$ cat src/rtl/levinson_seq_if.sv
// Bus bundle for the Levinson-Durbin sequencer: control, ping-pong RAM ports, multiplier and datapath.
// LEVINSON_CYCCNT_EN adds the last_cycles measurement output.
interface levinson_seq_if #(parameter int AW = 4);
  logic          start;
  logic [AW-1:0] order;
  logic [31:0]   k;
  logic          busy;
  logic          done;
  logic          err;
  logic          cur_bank;
  logic [AW-1:0] rd_addr_a;
  logic [AW-1:0] rd_addr_b;
  logic          rd_bank;
  logic [31:0]   rd_data_a;
  logic [31:0]   rd_data_b;
  logic          mul_en;
  logic [31:0]   mul_x;
  logic [31:0]   mul_y;
  logic [31:0]   temp;
  logic [31:0]   dp_a;
  logic [31:0]   dp_k;
  logic          out_sel;
  logic          wr_en;
  logic [AW-1:0] wr_addr;
  logic          wr_bank;
`ifdef LEVINSON_CYCCNT_EN
  logic [15:0]   last_cycles;
`endif

  modport master (
`ifdef LEVINSON_CYCCNT_EN
    input  last_cycles,
`endif
    output start, order, k, rd_data_a, rd_data_b, temp,
    input  busy, done, err, cur_bank, rd_addr_a, rd_addr_b, rd_bank,
    input  mul_en, mul_x, mul_y, dp_a, dp_k, out_sel, wr_en, wr_addr, wr_bank
  );

  modport slave (
`ifdef LEVINSON_CYCCNT_EN
    output last_cycles,
`endif
    input  start, order, k, rd_data_a, rd_data_b, temp,
    output busy, done, err, cur_bank, rd_addr_a, rd_addr_b, rd_bank,
    output mul_en, mul_x, mul_y, dp_a, dp_k, out_sel, wr_en, wr_addr, wr_bank
  );
endinterface

$ cat src/rtl/levinson_seq.sv
// Levinson-Durbin coefficient-update sequencer over a ping-pong RAM and a pipelined multiplier.
// Define LEVINSON_CYCCNT_EN to add the last_cycles run-length counter.
module levinson_seq #(
  parameter int ORDER   = 10,
  parameter int AW      = 4,
  parameter int MUL_LAT = 2
) (
  input  logic          clk,
  input  logic          rst,
  levinson_seq_if.slave bus
);
  typedef enum logic [2:0] {S_IDLE, S_STREAM, S_DRAIN, S_WRITE_K, S_DONE} state_t;

  localparam logic [AW-1:0] ORD_MAX = AW'(ORDER);

  state_t              r_state;
  logic [AW-1:0]       r_ord;
  logic [AW-1:0]       r_j;
  logic [31:0]         r_k;
  logic                r_busy;
  logic                r_done;
  logic                r_err;
  logic                r_cur_bank;
  logic [AW-1:0]       r_rd_addr_a;
  logic [AW-1:0]       r_rd_addr_b;
  logic                r_wr_en;
  logic                r_out_sel;
  logic [AW-1:0]       r_wr_addr;
  logic [31:0]         r_dp_a;
  // Stage 0 is the multiplier issue cycle; stage MUL_LAT-1 feeds the write registers.
  logic [MUL_LAT-1:0]  r_pv;
  logic [AW-1:0]       r_pa [MUL_LAT];
  logic [31:0]         w_tail_a;
  logic                w_order_ok;

  assign w_order_ok = (bus.order != '0) && (bus.order <= ORD_MAX);

  always_ff @(posedge clk or posedge rst) begin
    if (rst) begin
      r_pv <= '0;
      for (int s = 0; s < MUL_LAT; s++) r_pa[s] <= '0;
    end else begin
      r_pv[0] <= (r_state == S_STREAM);
      r_pa[0] <= r_rd_addr_a;
      for (int s = 1; s < MUL_LAT; s++) begin
        r_pv[s] <= r_pv[s-1];
        r_pa[s] <= r_pa[s-1];
      end
    end
  end

  if (MUL_LAT == 1) begin : g_lat1
    assign w_tail_a = bus.rd_data_a;
  end else begin : g_latn
    logic [31:0] r_pd [1:MUL_LAT-1];
    always_ff @(posedge clk or posedge rst) begin
      if (rst) begin
        for (int s = 1; s < MUL_LAT; s++) r_pd[s] <= '0;
      end else begin
        r_pd[1] <= bus.rd_data_a;
        for (int s = 2; s < MUL_LAT; s++) r_pd[s] <= r_pd[s-1];
      end
    end
    assign w_tail_a = r_pd[MUL_LAT-1];
  end

  always_ff @(posedge clk or posedge rst) begin
    if (rst) begin
      r_state     <= S_IDLE;
      r_ord       <= '0;
      r_j         <= '0;
      r_k         <= '0;
      r_busy      <= 1'b0;
      r_done      <= 1'b0;
      r_err       <= 1'b0;
      r_cur_bank  <= 1'b0;
      r_rd_addr_a <= '0;
      r_rd_addr_b <= '0;
      r_wr_en     <= 1'b0;
      r_out_sel   <= 1'b0;
      r_wr_addr   <= '0;
      r_dp_a      <= '0;
    end else begin
      r_done    <= 1'b0;
      r_err     <= 1'b0;
      r_wr_en   <= r_pv[MUL_LAT-1];
      r_out_sel <= r_pv[MUL_LAT-1];
      if (r_pv[MUL_LAT-1]) begin
        r_wr_addr <= r_pa[MUL_LAT-1];
        r_dp_a    <= w_tail_a;
      end
      case (r_state)
        S_IDLE: begin
          if (bus.start) begin
            if (w_order_ok) begin
              r_ord  <= bus.order;
              r_k    <= bus.k;
              r_busy <= 1'b1;
              if (bus.order > AW'(1)) begin
                r_state     <= S_STREAM;
                r_j         <= AW'(1);
                r_rd_addr_a <= AW'(1);
                r_rd_addr_b <= bus.order - AW'(1);
              end else begin
                r_state   <= S_WRITE_K;
                r_wr_en   <= 1'b1;
                r_out_sel <= 1'b0;
                r_wr_addr <= bus.order;
              end
            end else begin
              r_err <= 1'b1;
            end
          end
        end
        S_STREAM: begin
          if (r_j == r_ord - AW'(1)) begin
            r_state <= S_DRAIN;
          end else begin
            r_j         <= r_j + AW'(1);
            r_rd_addr_a <= r_j + AW'(1);
            r_rd_addr_b <= r_ord - r_j - AW'(1);
          end
        end
        S_DRAIN: begin
          // Empty stages mean the final update write is already in the output register.
          if (r_pv == '0) begin
            r_state   <= S_WRITE_K;
            r_wr_en   <= 1'b1;
            r_out_sel <= 1'b0;
            r_wr_addr <= r_ord;
          end
        end
        S_WRITE_K: begin
          r_state    <= S_DONE;
          r_done     <= 1'b1;
          r_busy     <= 1'b0;
          r_cur_bank <= ~r_cur_bank;
        end
        S_DONE:  r_state <= S_IDLE;
        default: r_state <= S_IDLE;
      endcase
    end
  end

`ifdef LEVINSON_CYCCNT_EN
  logic [15:0] r_cnt;
  logic [15:0] r_last;
  // r_cnt covers the start cycle up to the one before WRITE_K; +2 adds WRITE_K and DONE.
  always_ff @(posedge clk or posedge rst) begin
    if (rst) begin
      r_cnt  <= '0;
      r_last <= '0;
    end else if (r_state == S_IDLE) begin
      if (bus.start && w_order_ok) r_cnt <= 16'd1;
    end else if (r_state == S_WRITE_K) begin
      r_last <= (r_cnt >= 16'hFFFD) ? 16'hFFFF : r_cnt + 16'd2;
    end else if (r_cnt != 16'hFFFF) begin
      r_cnt <= r_cnt + 16'd1;
    end
  end
  assign bus.last_cycles = r_last;
`endif

  assign bus.busy      = r_busy;
  assign bus.done      = r_done;
  assign bus.err       = r_err;
  assign bus.cur_bank  = r_cur_bank;
  assign bus.rd_bank   = r_cur_bank;
  assign bus.wr_bank   = ~r_cur_bank;
  assign bus.rd_addr_a = r_rd_addr_a;
  assign bus.rd_addr_b = r_rd_addr_b;
  assign bus.mul_en    = r_pv[0];
  assign bus.mul_x     = r_k;
  assign bus.mul_y     = bus.rd_data_b;
  assign bus.dp_a      = r_dp_a;
  assign bus.dp_k      = r_k;
  assign bus.out_sel   = r_out_sel;
  assign bus.wr_en     = r_wr_en;
  assign bus.wr_addr   = r_wr_addr;
endmodule

$ cat src/flat_wrapper.sv
// flat-port wrapper written by rule: the top's interface ports become plain ports
module levinson_seq_flat 
#(
  parameter int ORDER   = 10,
  parameter int AW      = 4,
  parameter int MUL_LAT = 2
)
  (clk, rst, bus_start, bus_order, bus_k, bus_rd_data_a, bus_rd_data_b, bus_temp, bus_busy, bus_done, bus_err, bus_cur_bank, bus_rd_addr_a, bus_rd_addr_b, bus_rd_bank, bus_mul_en, bus_mul_x, bus_mul_y, bus_dp_a, bus_dp_k, bus_out_sel, bus_wr_en, bus_wr_addr, bus_wr_bank);
  levinson_seq_if #(.AW(AW)) bus_i ();
  input  logic clk;
  input  logic rst;
  input wire logic [$bits(bus_i.start)-1:0] bus_start;
  input wire logic [$bits(bus_i.order)-1:0] bus_order;
  input wire logic [$bits(bus_i.k)-1:0] bus_k;
  input wire logic [$bits(bus_i.rd_data_a)-1:0] bus_rd_data_a;
  input wire logic [$bits(bus_i.rd_data_b)-1:0] bus_rd_data_b;
  input wire logic [$bits(bus_i.temp)-1:0] bus_temp;
  output wire logic [$bits(bus_i.busy)-1:0] bus_busy;
  output wire logic [$bits(bus_i.done)-1:0] bus_done;
  output wire logic [$bits(bus_i.err)-1:0] bus_err;
  output wire logic [$bits(bus_i.cur_bank)-1:0] bus_cur_bank;
  output wire logic [$bits(bus_i.rd_addr_a)-1:0] bus_rd_addr_a;
  output wire logic [$bits(bus_i.rd_addr_b)-1:0] bus_rd_addr_b;
  output wire logic [$bits(bus_i.rd_bank)-1:0] bus_rd_bank;
  output wire logic [$bits(bus_i.mul_en)-1:0] bus_mul_en;
  output wire logic [$bits(bus_i.mul_x)-1:0] bus_mul_x;
  output wire logic [$bits(bus_i.mul_y)-1:0] bus_mul_y;
  output wire logic [$bits(bus_i.dp_a)-1:0] bus_dp_a;
  output wire logic [$bits(bus_i.dp_k)-1:0] bus_dp_k;
  output wire logic [$bits(bus_i.out_sel)-1:0] bus_out_sel;
  output wire logic [$bits(bus_i.wr_en)-1:0] bus_wr_en;
  output wire logic [$bits(bus_i.wr_addr)-1:0] bus_wr_addr;
  output wire logic [$bits(bus_i.wr_bank)-1:0] bus_wr_bank;
  assign bus_i.start = bus_start;
  assign bus_i.order = bus_order;
  assign bus_i.k = bus_k;
  assign bus_i.rd_data_a = bus_rd_data_a;
  assign bus_i.rd_data_b = bus_rd_data_b;
  assign bus_i.temp = bus_temp;
  assign bus_busy = bus_i.busy;
  assign bus_done = bus_i.done;
  assign bus_err = bus_i.err;
  assign bus_cur_bank = bus_i.cur_bank;
  assign bus_rd_addr_a = bus_i.rd_addr_a;
  assign bus_rd_addr_b = bus_i.rd_addr_b;
  assign bus_rd_bank = bus_i.rd_bank;
  assign bus_mul_en = bus_i.mul_en;
  assign bus_mul_x = bus_i.mul_x;
  assign bus_mul_y = bus_i.mul_y;
  assign bus_dp_a = bus_i.dp_a;
  assign bus_dp_k = bus_i.dp_k;
  assign bus_out_sel = bus_i.out_sel;
  assign bus_wr_en = bus_i.wr_en;
  assign bus_wr_addr = bus_i.wr_addr;
  assign bus_wr_bank = bus_i.wr_bank;
  levinson_seq #(.ORDER(ORDER), .AW(AW), .MUL_LAT(MUL_LAT)) u_core (.clk(clk), .rst(rst), .bus(bus_i));
endmodule
$ cat config.mk
export PLATFORM = sky130hd
export DESIGN_NAME = levinson_seq_flat
export DESIGN_NICKNAME = d
export VERILOG_FILES = /design/src/rtl/levinson_seq_if.sv /design/src/rtl/levinson_seq.sv /design/src/flat_wrapper.sv
export SDC_FILE = /design/constraint.sdc
export NUM_CORES = 1
export LEC_CHECK = 0
export ABC_AREA = 0
export CAP_MARGIN = 20
export CORE_UTILIZATION = 43
export CTS_CLUSTER_SIZE = 40
export DETAILED_ROUTE_END_ITERATION = 6
export PLACE_DENSITY_LB_ADDON = 0.15
export SYNTH_ARGS = -nofsm -noshare
export SYNTH_HDL_FRONTEND = slang
export SYNTH_SLANG_ARGS = --single-unit
$ cat constraint.sdc
create_clock -name clk -period 8.1 [get_ports clk]
set_input_delay 1.215 -clock clk [delete_from_list [all_inputs] [get_ports clk]]
set_output_delay 1.215 -clock clk [all_outputs]
set_load 0.005 [all_outputs]
==> tab_implementation.tex <==
\begin{tabular}{lr}
\hline
Metric & Value \\
\hline
\multicolumn{2}{l}{\textbf{Floorplanning}} \\
\quad Core Footprint & 0.0121 mm2 \\
\quad DIE AREA & 0.0129 mm2 \\
\quad Starting Density & 44.4\% \\
\quad Die X-Extent & 114 um \\
\quad Die H & 114 um \\
\quad Total number of placement rows & 40 \\
\quad Top-level port count & 284 \\
\multicolumn{2}{l}{\textbf{Critical path}} \\
\quad Type of the worst setup path & in -> reg \\
\quad Crit-path slowest cell & clkdlybuf4s50\_1 \\
\quad Kind of launch point of the worst setup path & primary input \\
\quad Type of destination of the critical path & flop \\
\quad CP cell instances & clkdlybuf4s50\_1 > inv\_1 > ha\_1 > nor2b\_1 > o22ai\_2 > nand2\_2 > mux2\_2 \\
\quad CP Data Arrival Time & 3.71 ns \\
\quad Critical Path Fanout Max & 39 \\
\quad Worst R2R Setup Slack & 5.91 ns \\
\quad Required time of the critical path & 8.38 ns \\
\quad Largest incremental delay on the critical path & 0.59 ns \\
\quad Number of cells traversed by the worst register-to-register path & 3 \\
\multicolumn{2}{l}{\textbf{Timing}} \\
\quad Number of failing setup endpoints in the final timing report & 0 \\
\quad Post-route clock skew & 0.00698 ns \\
\quad Highest Clock Rate & 0.292 GHz \\
\quad Setup repair after global routing missed its margin & no \\
\quad Number of max-slew violations in the final report & 0 \\
\quad Final worst-path cycle share & 42.3\% \\
\quad Slew headroom & 35.5\% \\
\quad Final Hold Violating Endpoints & 0 \\
\quad Minimum period implied by the final worst setup slack & 3.43 ns \\
\quad Actual transition at the worst max-transition pin & 0.967 ns \\
\quad Final-layout setup total negative slack & 0 ns \\
\quad Final worst slack & 4.67 ns \\
\multicolumn{2}{l}{\textbf{Place}} \\
\quad Total of buffers placed on input and output ports & 187 \\
\quad Placer Congestion & 0.796 \\
\quad Total half-perimeter wirelength after legalization and detailed placement & 7.77 mm \\
\quad DP Worst Slack & 4.21 ns \\
\quad Placed cell area & 0.00691 mm2 \\
\multicolumn{2}{l}{\textbf{Clock network}} \\
\quad Post\_cts resized & 0 \\
\quad Clock root buffer & clkbuf\_16 \\
\quad Clock sink count & 131 \\
\quad Hold Buf Count CTS & 0 \\
\quad H-tree level count & 4 \\
\quad Clock transition at path regs & 0.05 ns \\
\quad Max Buffers Root-to-Sink & 2 \\
\quad Worst-Skew Late Latency & 0.40 ns \\
\quad TritonCTS buffer count & 17 \\
\quad Clock tree from TritonCTS & done \\
\quad Post-CTS setup buffers & 0 \\
\multicolumn{2}{l}{\textbf{Yosys}} \\
\quad Mux cell area share after synthesis & 15.5\% \\
\quad Main flop type after synthesis & dfrtp\_1 \\
\quad Average size of a mapped cell & 14.2 um2 \\
\quad Netlist area before placement & 0.00535 mm2 \\
\quad Share of synthesized flip-flops with an asynchronous set or reset & 100\% \\
\quad Post-Syn Instances & 378 \\
\quad Proportion of synthesized chip area in sequential cells & 61.2\% \\
\quad Area fraction in compound gates after synthesis & 3.67\% \\
\quad Post-Syn Nets & 523 \\
\quad Combinational family with the most area after synthesis & multiplexers \\
\quad Post-synthesis share of cell area spent on full adders, half adders and majority gates & 2.48\% \\
\quad Top cells by area, synth & dfrtp\_1, mux2\_2, buf\_4, ha\_1, xnor2\_1 \\
\quad Fraction of synthesized cell area in xor and xnor cells & 1.92\% \\
\quad Total of warnings raised by yosys & 0 \\
\quad Post-synthesis simple-gate area fraction & 4.30\% \\
\quad Fraction of post-synthesis cell area in the top cell type by area & 61.2\% \\
\quad Post-synth top area cell & dfrtp\_1 \\
\quad EDFF count, synth & 0 \\
\quad Post-synthesis cell type count & 41 \\
\quad Number of register bits inferred by synthesis & 131 \\
\multicolumn{2}{l}{\textbf{Finish}} \\
\quad Filler instances & 957 \\
\quad Layout net count & 655 \\
\quad Area growth from synthesis to final layout & 39.3\% \\
\quad Post-route cell area & 0.00746 mm2 \\
\quad Antenna Diode Count & 0 \\
\quad Layout cell share with drive strength beyond 1 & 19.8\% \\
\multicolumn{2}{l}{\textbf{GRT}} \\
\quad Most heavily used metal layer in global routing & met2 \\
\quad Total global routing overflow & 0 \\
\quad Overall track demand over capacity in global routing & 17.8\% \\
\quad Pin count of the biggest net entering global routing & 82 \\
\quad First-pass GRT wire length & 17.2 mm \\
\quad Met1 track utilization from global routing & 21.7\% \\
\quad Via count of the first global-routing pass & 3330 \\
\quad Number of antenna violations at the first check in global routing & 0 \\
\quad Met2 usage in global routing & 28.7\% \\
\quad Met3 GRT Util & 6.11\% \\
\multicolumn{2}{l}{\textbf{Outcome}} \\
\quad Run status & finished clean \\
\multicolumn{2}{l}{\textbf{Drt}} \\
\quad Average wire per cell in the routed design & 15.7 um \\
\quad Vias per cell & 4.64 \\
\quad Via count & 3198 \\
\quad DRC violations left & 0 \\
\quad First-pass detailed-route iteration total & 4 \\
\quad Number of routed nets with antenna violations & 0 \\
\quad Wirelength, routed & 10.8 mm \\
\quad Number of violations reported at the end of detailed-routing iteration 0 & 129 \\
\multicolumn{2}{l}{\textbf{Power}} \\
\quad Worst VDD drop & 0.260 mV \\
\quad Cell-internal power & 2.20 mW \\
\quad Share of power burned in combinational logic & 39.2\% \\
\quad Power per Cell Area & 406 mW/mm2 \\
\quad Sequential share of power & 37.3\% \\
\quad Switching Power & 827 uW \\
\quad Switching share of total power & 27.3\% \\
\quad Leakage component of the power & 3.22 nW \\
\quad Clock Power Share & 23.5\% \\
\multicolumn{2}{l}{\textbf{Job}} \\
\quad Number of maximum-capacitance constraint violations & 0 \\
\multicolumn{2}{l}{\textbf{Min path}} \\
\quad Path class of the lowest-slack min-delay path & reg -> reg \\
\quad Cell depth of the worst hold path & 0 \\
\hline
\end{tabular}
## cells in the mapped netlist, types with 2 or more instances
master      n
buf_1       3
a221o_1     2
mux2i_1     5
dfrtp_1   131
xnor2_1     7
nor2b_1     4
o21ai_0     6
buf_4      66
o31ai_1     2
inv_1      11
xor2_1      2
buf_2       4
nand2_1    14
o211ai_1    2
a21o_1      3
nor2_1      8
nand3_1     3
mux2_4      4
ha_1        9
a21oi_1     5
mux2_2     64
nor3_1      4
## through the flow
step	power, mW	util (%)	instances	hold slack (ns)
floorplan	1.73	-	378	0.331
global placement	2.31	57.3	659	0.332
detailed placement	2.35	57.3	659	0.336
CTS	3.07	61.8	689	0.347
global route	3.21	61.8	689	0.355
finish	3.03	61.8	689	0.345
## state kept, by name (all words and copies together) (netlist names), 2 cells and up
name and cells:
u_core.bus.rd_addr_b 4, u_core.r_ord 4, u_core.bus.wr_addr 4, u_core.r_pv 2, u_core.r_pa 8, u_core.g_latn.r_pd 32, u_core.bus.dp_k 32, u_core.bus.dp_a 32
u_core.r_state 3, u_core.bus.rd_addr_a 4
## final cells by class
class | instances | area [um2] | share of cell area [%]
timing repair buffer | 188 | 1880 | 25.2
sequential | 131 | 3280 | 44.0
clock inverter | 6 | 80.1 | 1.07
clock buffer | 24 | 472 | 6.33
multi-input combinational | 161 | 1490 | 20.0
inverter | 11 | 43.8 | 0.587
tap | 168 | 210 | 2.82
## cells in the final DEF, fill, tap and decap left out, drive strengths merged, types with 3 or more instances in the layout
master         netlist  final
ha                   9      9
dfrtp              131    131
xnor2                7      7
nor2b                4      4
a21oi                5      5
nor2                 8      8
nor3                 5      5
clkbuf               1     24
nand3                3      3
mux2i                5      5
nand2               15     15
o21ai                6      6
a21o                 3      3
clkdlybuf4s50        0    187
mux2                68     68
clkinv               0      4
inv                 11     11
## kinds of logic after synthesis
family	after synthesis
compound gates	27
xor+xnor	10
fa+ha+maj	10
buf+inv	86
flops	131
mux	73
simple gates	41
## power by group through the flow
stage | logic [mW] | clock network [mW] | registers [mW]
after global routing | 1.29 | 0.758 | 1.17
after detailed placement | 1.20 | 0 | 1.14
final | 1.19 | 0.711 | 1.13
after global placement | 1.18 | 0 | 1.13
after CTS | 1.21 | 0.732 | 1.14
after floorplan | 0.649 | 0 | 1.08
## critical path, delay by kind of cell
family | cells | cell delay (ns)
buf+inv | 2 | 0.72
simple gates | 2 | 0.71
mux | 1 | 0.49
compound gates | 1 | 0.33
fa+ha+maj | 1 | 0.21
## final timing paths
| path | from | to |
|---|---|---|
| worst max-delay path | bus_order[0] | u_core.bus.dp_k[20]$_DFFE_PP0P_ |
| worst min-delay path | u_core.r_pa[5]$_DFF_PP0_ | u_core.r_pa[1]$_DFF_PP0_ |
| worst max register to register | u_core.r_state[2]$_DFFE_PP0P_ | u_core.bus.dp_k[20]$_DFFE_PP0P_ |
| worst min register to register | u_core.r_pa[5]$_DFF_PP0_ | u_core.r_pa[1]$_DFF_PP0_ |
| max in group asynchronous | rst | u_core.g_latn.r_pd[18]$_DFF_PP0_ |
| min in group asynchronous | rst | u_core.bus.dp_k[8]$_DFFE_PP0P_ |
## per-layer routing
layer  up-vias  part of all wire [%]  routed length (um)
met5         -                     0                   0
met4         0                   1.7                 181
met3        24                   5.4                 585
met2       107                    51                5550
met1      1591                    42                4530
li1       1476                     -                   -
(Power assumes the default switching activity.)
